[config.mk]
export PLATFORM = sky130hd
export DESIGN_NAME = l1_tag_update_ctrl
export DESIGN_NICKNAME = d
export VERILOG_FILES = /design/src/rtl/l1_tag_update_ctrl.sv
export SDC_FILE = /design/constraint.sdc
export NUM_CORES = 1
export LEC_CHECK = 0
export CELL_PAD_IN_SITES_DETAIL_PLACEMENT = 0
export CELL_PAD_IN_SITES_GLOBAL_PLACEMENT = 2
export CORE_AREA = 2 2 91 93
export DETAILED_ROUTE_END_ITERATION = 7
export DIE_AREA = 0 0 93 95
export GPL_ROUTABILITY_DRIVEN = 1
export HOLD_SLACK_MARGIN = 0.1
export PLACE_DENSITY_LB_ADDON = 0.1
export SLEW_MARGIN = 5
export SYNTH_ARGS = -nofsm -noshare
export SYNTH_HDL_FRONTEND = slang
export SYNTH_SLANG_ARGS = --single-unit
export TNS_END_PERCENT = 20
[constraint.sdc]
create_clock -name clk -period 1.44 [get_ports clk]
set_clock_uncertainty 0.2 [all_clocks]
set_input_delay 0.288 -clock clk [delete_from_list [all_inputs] [get_ports clk]]
set_output_delay 0.288 -clock clk [all_outputs]
set_load 0.01 [all_outputs]
[src/rtl/l1_tag_update_ctrl.sv]
// l1_tag_update_ctrl
//   Arbitrates the single update port of the 4-way L1 tag/valid array between
//   L2 fill responses, single-line snoop invalidates and a whole-cache flush
//   walker. All tag-array controls leave this block from registers.
//
//   Optional feature macro: L1_TAG_UPDATE_FAIRNESS_EN
//     defined   -> after 3 consecutive invalidate grants with a fill waiting,
//                  the next grant goes to the fill.
//     undefined -> strict invalidate-over-fill priority (a fill can starve).
//
// Ports
//   clk, reset                     clock, synchronous active-low reset
//   fill_valid/ready, fill_way/tag/set     L2 fill request (valid/ready)
//   inv_valid/ready, inv_way/set           snoop invalidate (valid/ready)
//   flush_req                      one-cycle flush request pulse
//   flush_busy, flush_done         flush in progress / completion pulse
//   lookup_stall_o                 core must not issue tag accesses
//   update_o, invalidate_one_way_o, invalidate_all_ways_o   array strobes
//   update_way_o, update_tag_o, update_set_o               array fields
module l1_tag_update_ctrl #(
  parameter int NUM_SETS        = 64,
  parameter int SET_INDEX_WIDTH = $clog2(NUM_SETS),
  parameter int TAG_WIDTH       = 26 - SET_INDEX_WIDTH
) (
  input  logic                       clk,
  input  logic                       reset,
  input  logic                       fill_valid,
  output logic                       fill_ready,
  input  logic [1:0]                 fill_way,
  input  logic [TAG_WIDTH-1:0]       fill_tag,
  input  logic [SET_INDEX_WIDTH-1:0] fill_set,
  input  logic                       inv_valid,
  output logic                       inv_ready,
  input  logic [1:0]                 inv_way,
  input  logic [SET_INDEX_WIDTH-1:0] inv_set,
  input  logic                       flush_req,
  output logic                       flush_busy,
  output logic                       flush_done,
  output logic                       lookup_stall_o,
  output logic                       update_o,
  output logic                       invalidate_one_way_o,
  output logic                       invalidate_all_ways_o,
  output logic [1:0]                 update_way_o,
  output logic [TAG_WIDTH-1:0]       update_tag_o,
  output logic [SET_INDEX_WIDTH-1:0] update_set_o
);

  typedef enum logic [1:0] {IDLE, FLUSH, DONE} state_t;

  state_t                     state, state_nxt;
  logic [SET_INDEX_WIDTH-1:0] cnt, cnt_nxt;
  logic                       flush_pending, pend_nxt;

  logic                       busy_nxt, done_nxt;
  logic                       upd_nxt, inv1_nxt, invall_nxt;
  logic [1:0]                 way_nxt;
  logic [TAG_WIDTH-1:0]       tag_nxt;
  logic [SET_INDEX_WIDTH-1:0] set_nxt;

  logic flush_go;    // a flush is waiting to start (held or arriving now)
  logic fill_aged;   // fairness: the waiting fill must win the next grant
  logic fill_grant, inv_grant;

  assign flush_go   = flush_pending | flush_req;
  assign fill_ready = (state == IDLE) && !flush_go && (!inv_valid || fill_aged);
  assign inv_ready  = (state == IDLE) && !flush_go && !(fill_aged && fill_valid);
  assign fill_grant = fill_valid && fill_ready;
  assign inv_grant  = inv_valid && inv_ready;
  assign lookup_stall_o = flush_busy;

`ifdef L1_TAG_UPDATE_FAIRNESS_EN
  // Counts invalidate grants that went ahead of a waiting fill; saturates at 3.
  logic [1:0] fair_cnt;
  assign fill_aged = (fair_cnt == 2'd3);

  always_ff @(posedge clk) begin
    if (!reset)                      fair_cnt <= 2'd0;
    else if (!fill_valid || fill_grant) fair_cnt <= 2'd0;
    else if (inv_grant && !fill_aged)   fair_cnt <= fair_cnt + 2'd1;
  end
`else
  assign fill_aged = 1'b0;
`endif

  always_comb begin
    state_nxt  = state;
    cnt_nxt    = cnt;
    pend_nxt   = flush_pending | flush_req;
    busy_nxt   = 1'b0;
    done_nxt   = 1'b0;
    upd_nxt    = 1'b0;
    inv1_nxt   = 1'b0;
    invall_nxt = 1'b0;
    way_nxt    = '0;
    tag_nxt    = '0;
    set_nxt    = '0;
    case (state)
      IDLE: begin
        if (flush_go) begin
          // Set 0 goes out with the first FLUSH cycle, so it is registered now.
          state_nxt  = FLUSH;
          cnt_nxt    = '0;
          pend_nxt   = 1'b0;
          busy_nxt   = 1'b1;
          invall_nxt = 1'b1;
        end else if (fill_grant) begin
          upd_nxt = 1'b1;
          way_nxt = fill_way;
          tag_nxt = fill_tag;
          set_nxt = fill_set;
        end else if (inv_grant) begin
          inv1_nxt = 1'b1;
          way_nxt  = inv_way;
          set_nxt  = inv_set;
        end
      end
      FLUSH: begin
        // cnt is the set currently on the outputs.
        busy_nxt = 1'b1;
        if (cnt == SET_INDEX_WIDTH'(NUM_SETS - 1)) begin
          state_nxt = DONE;
          done_nxt  = 1'b1;
        end else begin
          cnt_nxt    = cnt + 1'b1;
          invall_nxt = 1'b1;
          set_nxt    = cnt + 1'b1;
        end
      end
      DONE: state_nxt = IDLE;
      default: state_nxt = IDLE;
    endcase
  end

  always_ff @(posedge clk) begin
    if (!reset) begin
      state                 <= IDLE;
      cnt                   <= '0;
      flush_pending         <= 1'b0;
      flush_busy            <= 1'b0;
      flush_done            <= 1'b0;
      update_o              <= 1'b0;
      invalidate_one_way_o  <= 1'b0;
      invalidate_all_ways_o <= 1'b0;
      update_way_o          <= '0;
      update_tag_o          <= '0;
      update_set_o          <= '0;
    end else begin
      state                 <= state_nxt;
      cnt                   <= cnt_nxt;
      flush_pending         <= pend_nxt;
      flush_busy            <= busy_nxt;
      flush_done            <= done_nxt;
      update_o              <= upd_nxt;
      invalidate_one_way_o  <= inv1_nxt;
      invalidate_all_ways_o <= invall_nxt;
      update_way_o          <= way_nxt;
      update_tag_o          <= tag_nxt;
      update_set_o          <= set_nxt;
    end
  end

endmodule

==> Word level (Yosys, flattened, before mapping) <==
Index checks and enable logic that the tools add are counted.
{ "word_totals": {"register_bits": 42, "latchBits": 0, "mem_bits_rw": 0, "mem_bits_ro": 0, "inputBits": 41, "out_inout_bits": 36, "elab_cells": 56, "mem_count": 0} }
{ "op_classes": {"add_sub_neg": 1, "multipliers": 0, "div": 0, "magnitude_cmp": 0, "eq_ne": 5, "shifts": 0, "n_mux": 20, "bitwise_logic": 4, "n_reduce_logical": 15} }
{ "op_table": {"columns": ["cell", "count"], "rows": [
  ["$mux 6", 6],
  ["$pmux 6 s2", 2],
  ["$mux 2", 4],
  ["$reduce_or 4->1", 2],
  ["$add 6x1->6 const B", 1],
  ["$eq 6x6->1 const B", 1],
  ["$ne 2x2->1 const B", 3],
  ["$mux 1", 5],
  ["$logic_and 1x1->1", 4],
  ["$pmux 1 s2", 2],
  ["$pmux 2 s2", 1],
  ["$reduce_and 2->1", 2],
  ["$not 1->1", 3],
  ["$reduce_and 3->1", 1],
  ["$reduce_or 3->1", 1],
  ["$eq 2x1->1 const B", 1],
  ["$logic_not 1->1", 2],
  ["$logic_not 2->1", 1],
  ["$reduce_bool 2->1", 1],
  ["$reduce_or 2->1", 1],
  ["$or 1x1->1", 1]
]} }

==> Depth between registers and ports, before layout <==
Gate-level depths: netlist of the first run.
{ "logic_depth": {"word_depth": 8, "mapped_depth": 6} }

==> Worst setup path after synthesis of the first run <==
Ideal clock, no wire load.
{ "synth_timing": {"kind": "reg-to-output", "startpoint": "reg state[1]", "endpoint": "out fill_ready", "arrival_time_ns": 1.190, "required_time_ns": 0.952, "path_slack_ns": -0.238, "stages_incl_launch_ff": 4, "n_path_buf": 1, "cell_sequence": "dfxtp_1 > nor4_4 > buf_4 > nor2b_1"} }
{ "synth_via": {"elab_chain_cells": 3} }
{ "synth_rtl": {"columns": ["element", "line", "text"], "rows": [
  ["start: declaration", "50", "state_t state, state_nxt;"],
  ["start signal: assignment", "148", "state <= state_nxt;"],
  ["$logic_not 2->1", null, null],
  ["$logic_and 1x1->1", null, null],
  ["net inv_ready", "33", "output logic inv_ready,"],
  ["$logic_and 1x1->1", "65", "assign fill_ready = (state == IDLE) && !flush_go && (!inv_valid || fill_aged);"],
  ["end: declaration", "28", "output logic fill_ready,"]
]} }
The timed path passes the listed nets, and every way through them passes these cells.

==> Final worst setup path of the first run <==
{ "layout_timing": {"startpoint": "reg flush_pending", "endpoint": "out fill_ready"} }
{ "layout_via": {"elab_chain_cells": 4} }
{ "layout_rtl": {"columns": ["element", "line", "text"], "rows": [
  ["start: declaration", "52", "logic flush_pending, pend_nxt;"],
  ["start signal: assignment", "150", "flush_pending <= pend_nxt;"],
  ["$or 1x1->1", "64", "assign flush_go = flush_pending | flush_req;"],
  ["$logic_not 1->1", "65", null],
  ["$logic_and 1x1->1 (2 in series)", "65", null]
]} }
Every way passes these cells.

==> out/results.md, run 1 <==
* CP Max Fanout: 2
* number of placed I/O pins: 77
* Leak: 1.31 nW
* flop2flop setup slack: -0.26 ns
* Syn-to-layout area delta: 90.5%
* total number of clock tree sinks: 42
* fin crit share: 118%
* placed cells: 354
* slew at the pin closest to its max-slew limit: 0.498 ns
* critical path endpoint category: output port
* RSZ-0062 raised after global routing: yes
* Sequential Power Share: 50.3%
* full die area: 8840 sq um
* gate count after technology mapping: 151
* non-filler cells, final: 372
* CTS tree: yes
* combinational cell fraction of total power: 16.6%
* CP max stage cell: sky130_fd_sc_hd__dfxtp_2
* R2R cell count: 7
* overall power after layout: 0.00239 W
* worst slew slack as a fraction of its limit: 66.6%
* CTS Hold Buffers Added: 0
* H-tree depth: 2
* type of the worst setup path: register to output port
* sum of buffers and inverters on the critical path: 1
* number of filler instances in the final layout: 829
* Critical R2R Capture: update_tag_o[3]
* portion of the post-synthesis area used by sequential elements: 54.6%
* Final Setup Violations: 39
* Nets: 308
* Final Hold Violating Endpoints: 0
* switching power of the nets: 0.000603 W
* Power Dens Cells: 815 nW/um^2
* status: complete, but fails checks
* biggest area contributors in the synthesized netlist: sky130_fd_sc_hd__dfxtp_1 (55%), sky130_fd_sc_hd__and2_1 (8.5%), sky130_fd_sc_hd__nand3_1 (4.2%)
* cells along the critical path: nor4_4, nor2b_4, buf_6
* Initial Utilization: 19.4%
* die outline height: 95 microns
* count of cell types in the netlist: 38
* DR vias/cell: 4.12
* cell type group with the largest total delay on the critical path: simple AND/OR/NAND/NOR gates
* instance area at placement: 2660 sq um
* Detail Route Antenna Nets: 0
* number of synthesized flops with an enable pin: 0
* cell type contributing the most total cell area after synthesis: sky130_fd_sc_hd__dfxtp_1
* type of the tightest min-delay check: register to register
* core area: 7930 sq um
* largest stage delay on the critical path: 0.35 ns
* launch point of the worst reg-to-reg path: flush_pending
* latest clock arrival within the worst-skew pair: 0.30 ns
* placed wire-length estimate: 3850 microns
* min cycle time layout: 1.70 ns
* maximum operating frequency: 587 MHz
* maximum vdd drop: 0.000318 V
* endpoint arrival time on the critical path: 1.22 ns
* routability congestion estimate from global placement: 0.753
* all-layer global routing usage: 11.6%
* width of the die: 93 microns
* number of buffers inserted during clock tree synthesis: 5
* Clock Power Share: 33.0%
* Commonest cells post-synth: sky130_fd_sc_hd__dfxtp_1 (42), sky130_fd_sc_hd__and2_1 (21), sky130_fd_sc_hd__nand3_1 (13)
* Min-Delay Startpoint: cnt[4]
* initial antenna violation count: 0
* Via Count: 1531
* number of diodes added for antenna fixing: 0
* count of buffers inserted at the top-level ports: 76
* Clock Tree Buf Depth: 2
* critical path required time: 0.95 ns
* max-capacitance violation count: 0
* top flip-flop cell by instance count after synthesis: sky130_fd_sc_hd__dfxtp_1
* count of cell instances traversed by the critical path: 3
* wire length reported by the detailed router: 5010 microns
* share of async-settable or async-resettable flops after synthesis: 0%
* post-route setup slack: -0.265 ns
* crit path launch: flush_pending
* global-route wire length before repair: 7730 microns
* portion of synthesized cell area occupied by the leading cell type: 54.6%
* clk root buf: sky130_fd_sc_hd__clkbuf_8
* count of yosys warnings during synthesis: 0
* number of max-slew violations in the final report: 0
* crit start category: register
* wire length per cell: 13.5 microns
* pin count of the biggest net entering global routing: 16
* net switching share of the total power: 25.2%
* Avg Synthesized Cell Area: 10.2 sq um
* Layout Cell Area excl Fill: 2930 sq um
* mapped cell area: 1540 sq um
* number of detailed-route iterations in the first pass: 4
* total nets after synthesis: 193
* Hold Worst Slack: 0.303 ns
* FP Rows: 33
* Clk pin slew, worst setup/hold paths: 0.09 ns
* violations in the final reports: negative setup slack
* internal cell power: 0.00179 W
* DRC errors left: 0
* total overflow reported by the global router: 0
* via count of the first global-routing pass: 1570
* flip-flop and latch count after synthesis: 42
* count of routing violations after the opening detailed-route iteration: 33
* pre-CTS worst setup slack: -0.868 ns
* most common cell in the synthesized netlist: sky130_fd_sc_hd__dfxtp_1
* fraction of final layout cells sized beyond drive strength 1: 28.5%
* Critical path destination: fill_ready
==> state kept, by name (all words and copies together), names as in the netlist <==
register,flops
flush_pending,1
invalidate_all_ways_o,1
update_way_o,2
cnt,6
invalidate_one_way_o,1
flush_done,1
state,2
update_tag_o,20
update_o,1
update_set_o,6
flush_busy,1
==> routing by layer <==
| layer | share of wire [%] | vias up | global-route usage (%) | wire (microns) |
|---|---|---|---|---|
| met5 | 0 | - | 0 | 0 |
| met4 | 1.3 | 0 | 3.31 | 63 |
| met3 | 5.0 | 6 | 3.51 | 251 |
| met2 | 52 | 42 | 21.5 | 2580 |
| met1 | 42 | 718 | 12.7 | 2110 |
| li1 | - | 765 | - | - |
==> metrics by stage <==
stage	setup TNS [ns]	utilization, %
after floorplan	-0.162	-
after global placement	-28.67	33.5
after detailed placement	-27.79	33.5
after CTS	-7.73	35.9
after global routing	-9.21	37.0
final	-7.04	37.0
==> kinds of logic (layout without fill, tap and decap cells) <==
kind of cell	count (synthesis)	count (layout)	share of synthesized area [%]
and+or+nand+nor	65	65	25.8
AOI/OAI and AO/OA	27	27	12.6
buffers and inverters	13	129	4.39
xor gates and xnor gates	2	2	1.14
DFF	42	42	54.6
muxes	1	1	0.650
adders and majority gates	1	1	0.812
==> worst min path at each step <==
stage / cells after the start / slack (ns) / endpoint
6_report: 1 / 0.30 / cnt[4]
5_1_grt: 1 / 0.33 / cnt[4]
4_1_cts: 1 / 0.31 / cnt[4]
2_1_floorplan: 1 / 0.21 / update_tag_o[0]
3_3_place_gp: 1 / 0.30 / cnt[4]
3_5_place_dp: 1 / 0.31 / cnt[4]
==> worst reg2reg max path: cells and delay by family (launching register included) <==
kind	cells	cell delay [ns]
buffers and inverters	4	0.49
DFF	1	0.35
and+or+nand+nor	3	0.62
==> what timing repair did <==
| action | 4_1_cts | 5_1_grt |
|---|---|---|
| pin swaps | 13 | 14 |
| endpoints found under the hold margin | 0 | 0 |
| gates cloned | 2 | 0 |
| setup buffers | 6 | 3 |
| endpoints found under the setup margin | 74 | 42 |
| gates resized for setup | 60 | 22 |
==> placed cells by master (no fill, tap or decap), types with 2 or more instances in the layout <==
cell                               n
sky130_fd_sc_hd__a211o_1           2
sky130_fd_sc_hd__a21oi_1           3
sky130_fd_sc_hd__a311oi_1          2
sky130_fd_sc_hd__a31oi_1           4
sky130_fd_sc_hd__a32o_1            2
sky130_fd_sc_hd__and2_1           19
sky130_fd_sc_hd__and2_4            2
sky130_fd_sc_hd__and3_1            2
sky130_fd_sc_hd__and3_4            2
sky130_fd_sc_hd__and3b_1           2
sky130_fd_sc_hd__buf_12            3
sky130_fd_sc_hd__buf_4            28
sky130_fd_sc_hd__buf_6             8
sky130_fd_sc_hd__buf_8             2
sky130_fd_sc_hd__clkbuf_8          5
sky130_fd_sc_hd__clkdlybuf4s15_1   2
sky130_fd_sc_hd__clkdlybuf4s50_1  38
sky130_fd_sc_hd__clkinvlp_4        2
sky130_fd_sc_hd__dfxtp_1          35
sky130_fd_sc_hd__dfxtp_2           6
sky130_fd_sc_hd__dlygate4sd2_1    34
sky130_fd_sc_hd__inv_1             3
sky130_fd_sc_hd__nand2_1           4
sky130_fd_sc_hd__nand3_1          13
sky130_fd_sc_hd__nor2_1            5
sky130_fd_sc_hd__nor2b_4           2
sky130_fd_sc_hd__o211ai_1          3
sky130_fd_sc_hd__o21ai_0           2
sky130_fd_sc_hd__o2bb2ai_1         2
sky130_fd_sc_hd__or3_1             2
sky130_fd_sc_hd__xor2_1            2
==> power by group through the flow <==
stage	Sequential, W	Combinational (W)	Clock, W
floorplan	0.00125	0.000101	0
global placement	0.00123	0.000361	0
detailed placement	0.00123	0.000360	0
CTS	0.00120	0.000375	0.000829
global route	0.00121	0.000428	0.000878
finish	0.00120	0.000398	0.000790
==> layout make-up <==
cell class	count	area [sq um]	share of cell area, %
repair buffers	117	1120	38.2
flip-flops and latches	42	852	29.0
multi-input cells	96	722	24.6
well taps	105	131	4.48
clock buffers	5	68.8	2.35
clock inverters	3	23.8	0.810
inverters	4	15.0	0.512
No activity file was read; power rests on OpenSTA's default activity.
==> run 2, diff against run 1 <==
Settings changed: MAX_ROUTING_LAYER from default to met4.
==> out/results.md, run 2 (same netlist as run 1, synthesis figures left out) <==
* global-route wire length before repair: 7510 microns, was 7730 microns
* Leak: 1.25 nW, was 1.31 nW
* routability congestion estimate from global placement: 0.770, was 0.753
* crit start category: register, unchanged
* met2 wire length: 2540 microns, was 2580 microns
* number of buffers inserted during clock tree synthesis: 5, unchanged
* most common cell after layout, fill and taps aside: sky130_fd_sc_hd__clkdlybuf4s50_1, unchanged
* CTS Hold Buffers Added: 0, unchanged
* number of flip-flops in the largest register: 20, unchanged
* Initial Utilization: 19.4%, unchanged
* initial antenna violation count: 0, unchanged
* total number of clock tree sinks: 42, unchanged
* type of the tightest min-delay check: register to register, unchanged
* number of detailed-route iterations in the first pass: 4, unchanged
* total overflow reported by the global router: 0, unchanged
* Final Setup Violations: 37, was 39
* Via Count: 1488, was 1531
* endpoint arrival time on the critical path: 1.29 ns, was 1.22 ns
* Power Dens Cells: 842 nW/um^2, was 815 nW/um^2
* number of max-slew violations in the final report: 0, unchanged
* max-capacitance violation count: 0, unchanged
* die outline height: 95 microns, unchanged
* Nets: 303, was 308
* combinational cell fraction of total power: 15.3%, was 16.6%
* internal cell power: 0.00176 W, was 0.00179 W
* latest clock arrival within the worst-skew pair: 0.30 ns, about the same
* net switching share of the total power: 25.1%, was 25.2%
* wire length per cell: 13.4 microns, was 13.5 microns
* number of diodes added for antenna fixing: 0, unchanged
* number of placed I/O pins: 77, unchanged
* critical path required time: 0.95 ns, about the same
* type of the worst setup path: register to output port, unchanged
* clk root buf: sky130_fd_sc_hd__clkbuf_8, unchanged
* met3 wire len: 280 microns, was 251 microns
* slew at the pin closest to its max-slew limit: 0.488 ns, was 0.498 ns
* final design utilization: 35.2%, was 37.0%
* DR vias/cell: 4.05, was 4.12
* Syn-to-layout area delta: 81.2%, was 90.5%
* top library cells by usage in the layout, fill and taps aside: sky130_fd_sc_hd__clkdlybuf4s50_1 (38), sky130_fd_sc_hd__dlygate4sd2_1 (36), sky130_fd_sc_hd__dfxtp_1 (35), was sky130_fd_sc_hd__clkdlybuf4s50_1 (38), sky130_fd_sc_hd__dfxtp_1 (35), sky130_fd_sc_hd__dlygate4sd2_1 (34)
* overall power after layout: 0.00235 W, was 0.00239 W
* Clk pin slew, worst setup/hold paths: 0.09 ns, about the same
* Total Negative Setup Slacks: -5.46 ns, was -7.04 ns
* pin count of the biggest net entering global routing: 22, was 16
* Detail Route Antenna Nets: 0, unchanged
* top routing layer used: met4, unchanged
* Sequential Power Share: 51.2%, was 50.3%
* met1 wire length: 2060 microns, was 2110 microns
* H-tree depth: 2, unchanged
* Clock Tree Buf Depth: 2, unchanged
* CTS tree: yes, unchanged
* via count of the first global-routing pass: 1473, was 1570
* placed wire-length estimate: 3950 microns, was 3850 microns
* maximum vdd drop: 0.000316 V, was 0.000318 V
* min cycle time layout: 1.78 ns, was 1.70 ns
* fraction of final layout cells sized beyond drive strength 1: 24.8%, was 28.5%
* pre-CTS worst setup slack: -0.864 ns, was -0.868 ns
* total area of multi-input combinational cells: 691 sq um, was 722 sq um
* register area: 850 sq um, was 852 sq um
* all-layer global routing usage: 11.4%, was 11.6%
* fin crit share: 123%, was 118%
* Hold Worst Slack: 0.311 ns, was 0.303 ns
* violations in the final reports: negative setup slack, unchanged
* Final Hold Violating Endpoints: 0, unchanged
* FP Rows: 33, unchanged
* post-route setup slack: -0.336 ns, was -0.265 ns
* switching power of the nets: 0.000591 W, was 0.000603 W
* biggest registers after layout: update_tag_o (20), cnt (6), update_set_o (6), unchanged
* status: complete, but fails checks, unchanged
* CP Max Fanout: 2, unchanged
* register with the most flip-flops: update_tag_o, unchanged
* wire length reported by the detailed router: 4920 microns, was 5010 microns
* full die area: 8840 sq um, unchanged
* count of routing violations after the opening detailed-route iteration: 42, was 33
* DRC errors left: 0, unchanged
* Clock Power Share: 33.5%, was 33.0%
* width of the die: 93 microns, unchanged
* worst slew slack as a fraction of its limit: 67.3%, was 66.6%
* RSZ-0062 raised after global routing: yes, unchanged
* number of filler instances in the final layout: 838, was 829
* count of buffers inserted at the top-level ports: 76, unchanged
* core area: 7930 sq um, unchanged
* critical path endpoint category: output port, unchanged
* maximum operating frequency: 563 MHz, was 587 MHz
==> run 2: cell count changes in the layout (fill, tap and decap cells not counted), sizes merged <==
cell / change
buf: -5
clkdlybuf4s15: -2
dlygate4sd2: +2
==> run 2: power by group through the flow <==
stage          Clock, W  Sequential (W)  Combinational [W]
6_report       0.000788         0.00120           0.000360
5_1_grt        0.000888         0.00121           0.000390
4_1_cts        0.000844         0.00120           0.000361
3_5_place_dp          0         0.00123           0.000360
3_3_place_gp          0         0.00123           0.000361
2_1_floorplan         0         0.00125           0.000101
==> run 2: timing repair <==
| action | 4_1_cts | 5_1_grt |
|---|---|---|
| setup endpoints to repair | 74 | 40 |
| buffers inserted | 3 | 0 |
| gates resized for setup | 52 | 8 |
| pin swaps | 9 | 7 |
| gates cloned | 0 | 0 |
==> run 2: final timing paths <==
kind                  from    endpoint  slack, ns  depth (start not counted)
hold / removal      cnt[4]      cnt[4]       0.31                          1
hold reg to reg     cnt[4]      cnt[4]       0.31                          1
setup / recovery  state[0]  fill_ready      -0.34                          4
setup reg to reg  state[0]      cnt[1]      -0.31                          4
==> run 2: layer usage <==
| layer | vias to the layer above | global-route usage, % |
|---|---|---|
| met5 | - | - |
| met4 | 0 | 3.31 |
| met3 | 3 | 3.35 |
| met2 | 46 | 19.9 |
| met1 | 690 | 12.8 |
| li1 | 749 | - |
==> run 2: worst max-delay path: stages (launching register included) <==
cell	delay (ns)
sky130_fd_sc_hd__dfxtp_2	0.34
sky130_fd_sc_hd__nor4_4	0.27
sky130_fd_sc_hd__buf_4	0.15
sky130_fd_sc_hd__nor2b_4	0.13
sky130_fd_sc_hd__buf_6	0.11
==> run 2: cell type report <==
class                   count  share of cell area [%]
clock inverters             3                   0.852
clock buffers               5                    2.47
well taps                 105                    4.71
multi-input cells          96                    24.7
inverters                   4                   0.538
flip-flops and latches     42                    30.4
repair buffers            112                    36.3
==> run 2: stage by stage <==
stage / cells / cell area, sq um
6_report: 367 / 2790
3_5_place_dp: 356 / 2670
2_1_floorplan: 151 / 1570
4_1_cts: 367 / 2760
3_3_place_gp: 356 / 2670
5_1_grt: 367 / 2790
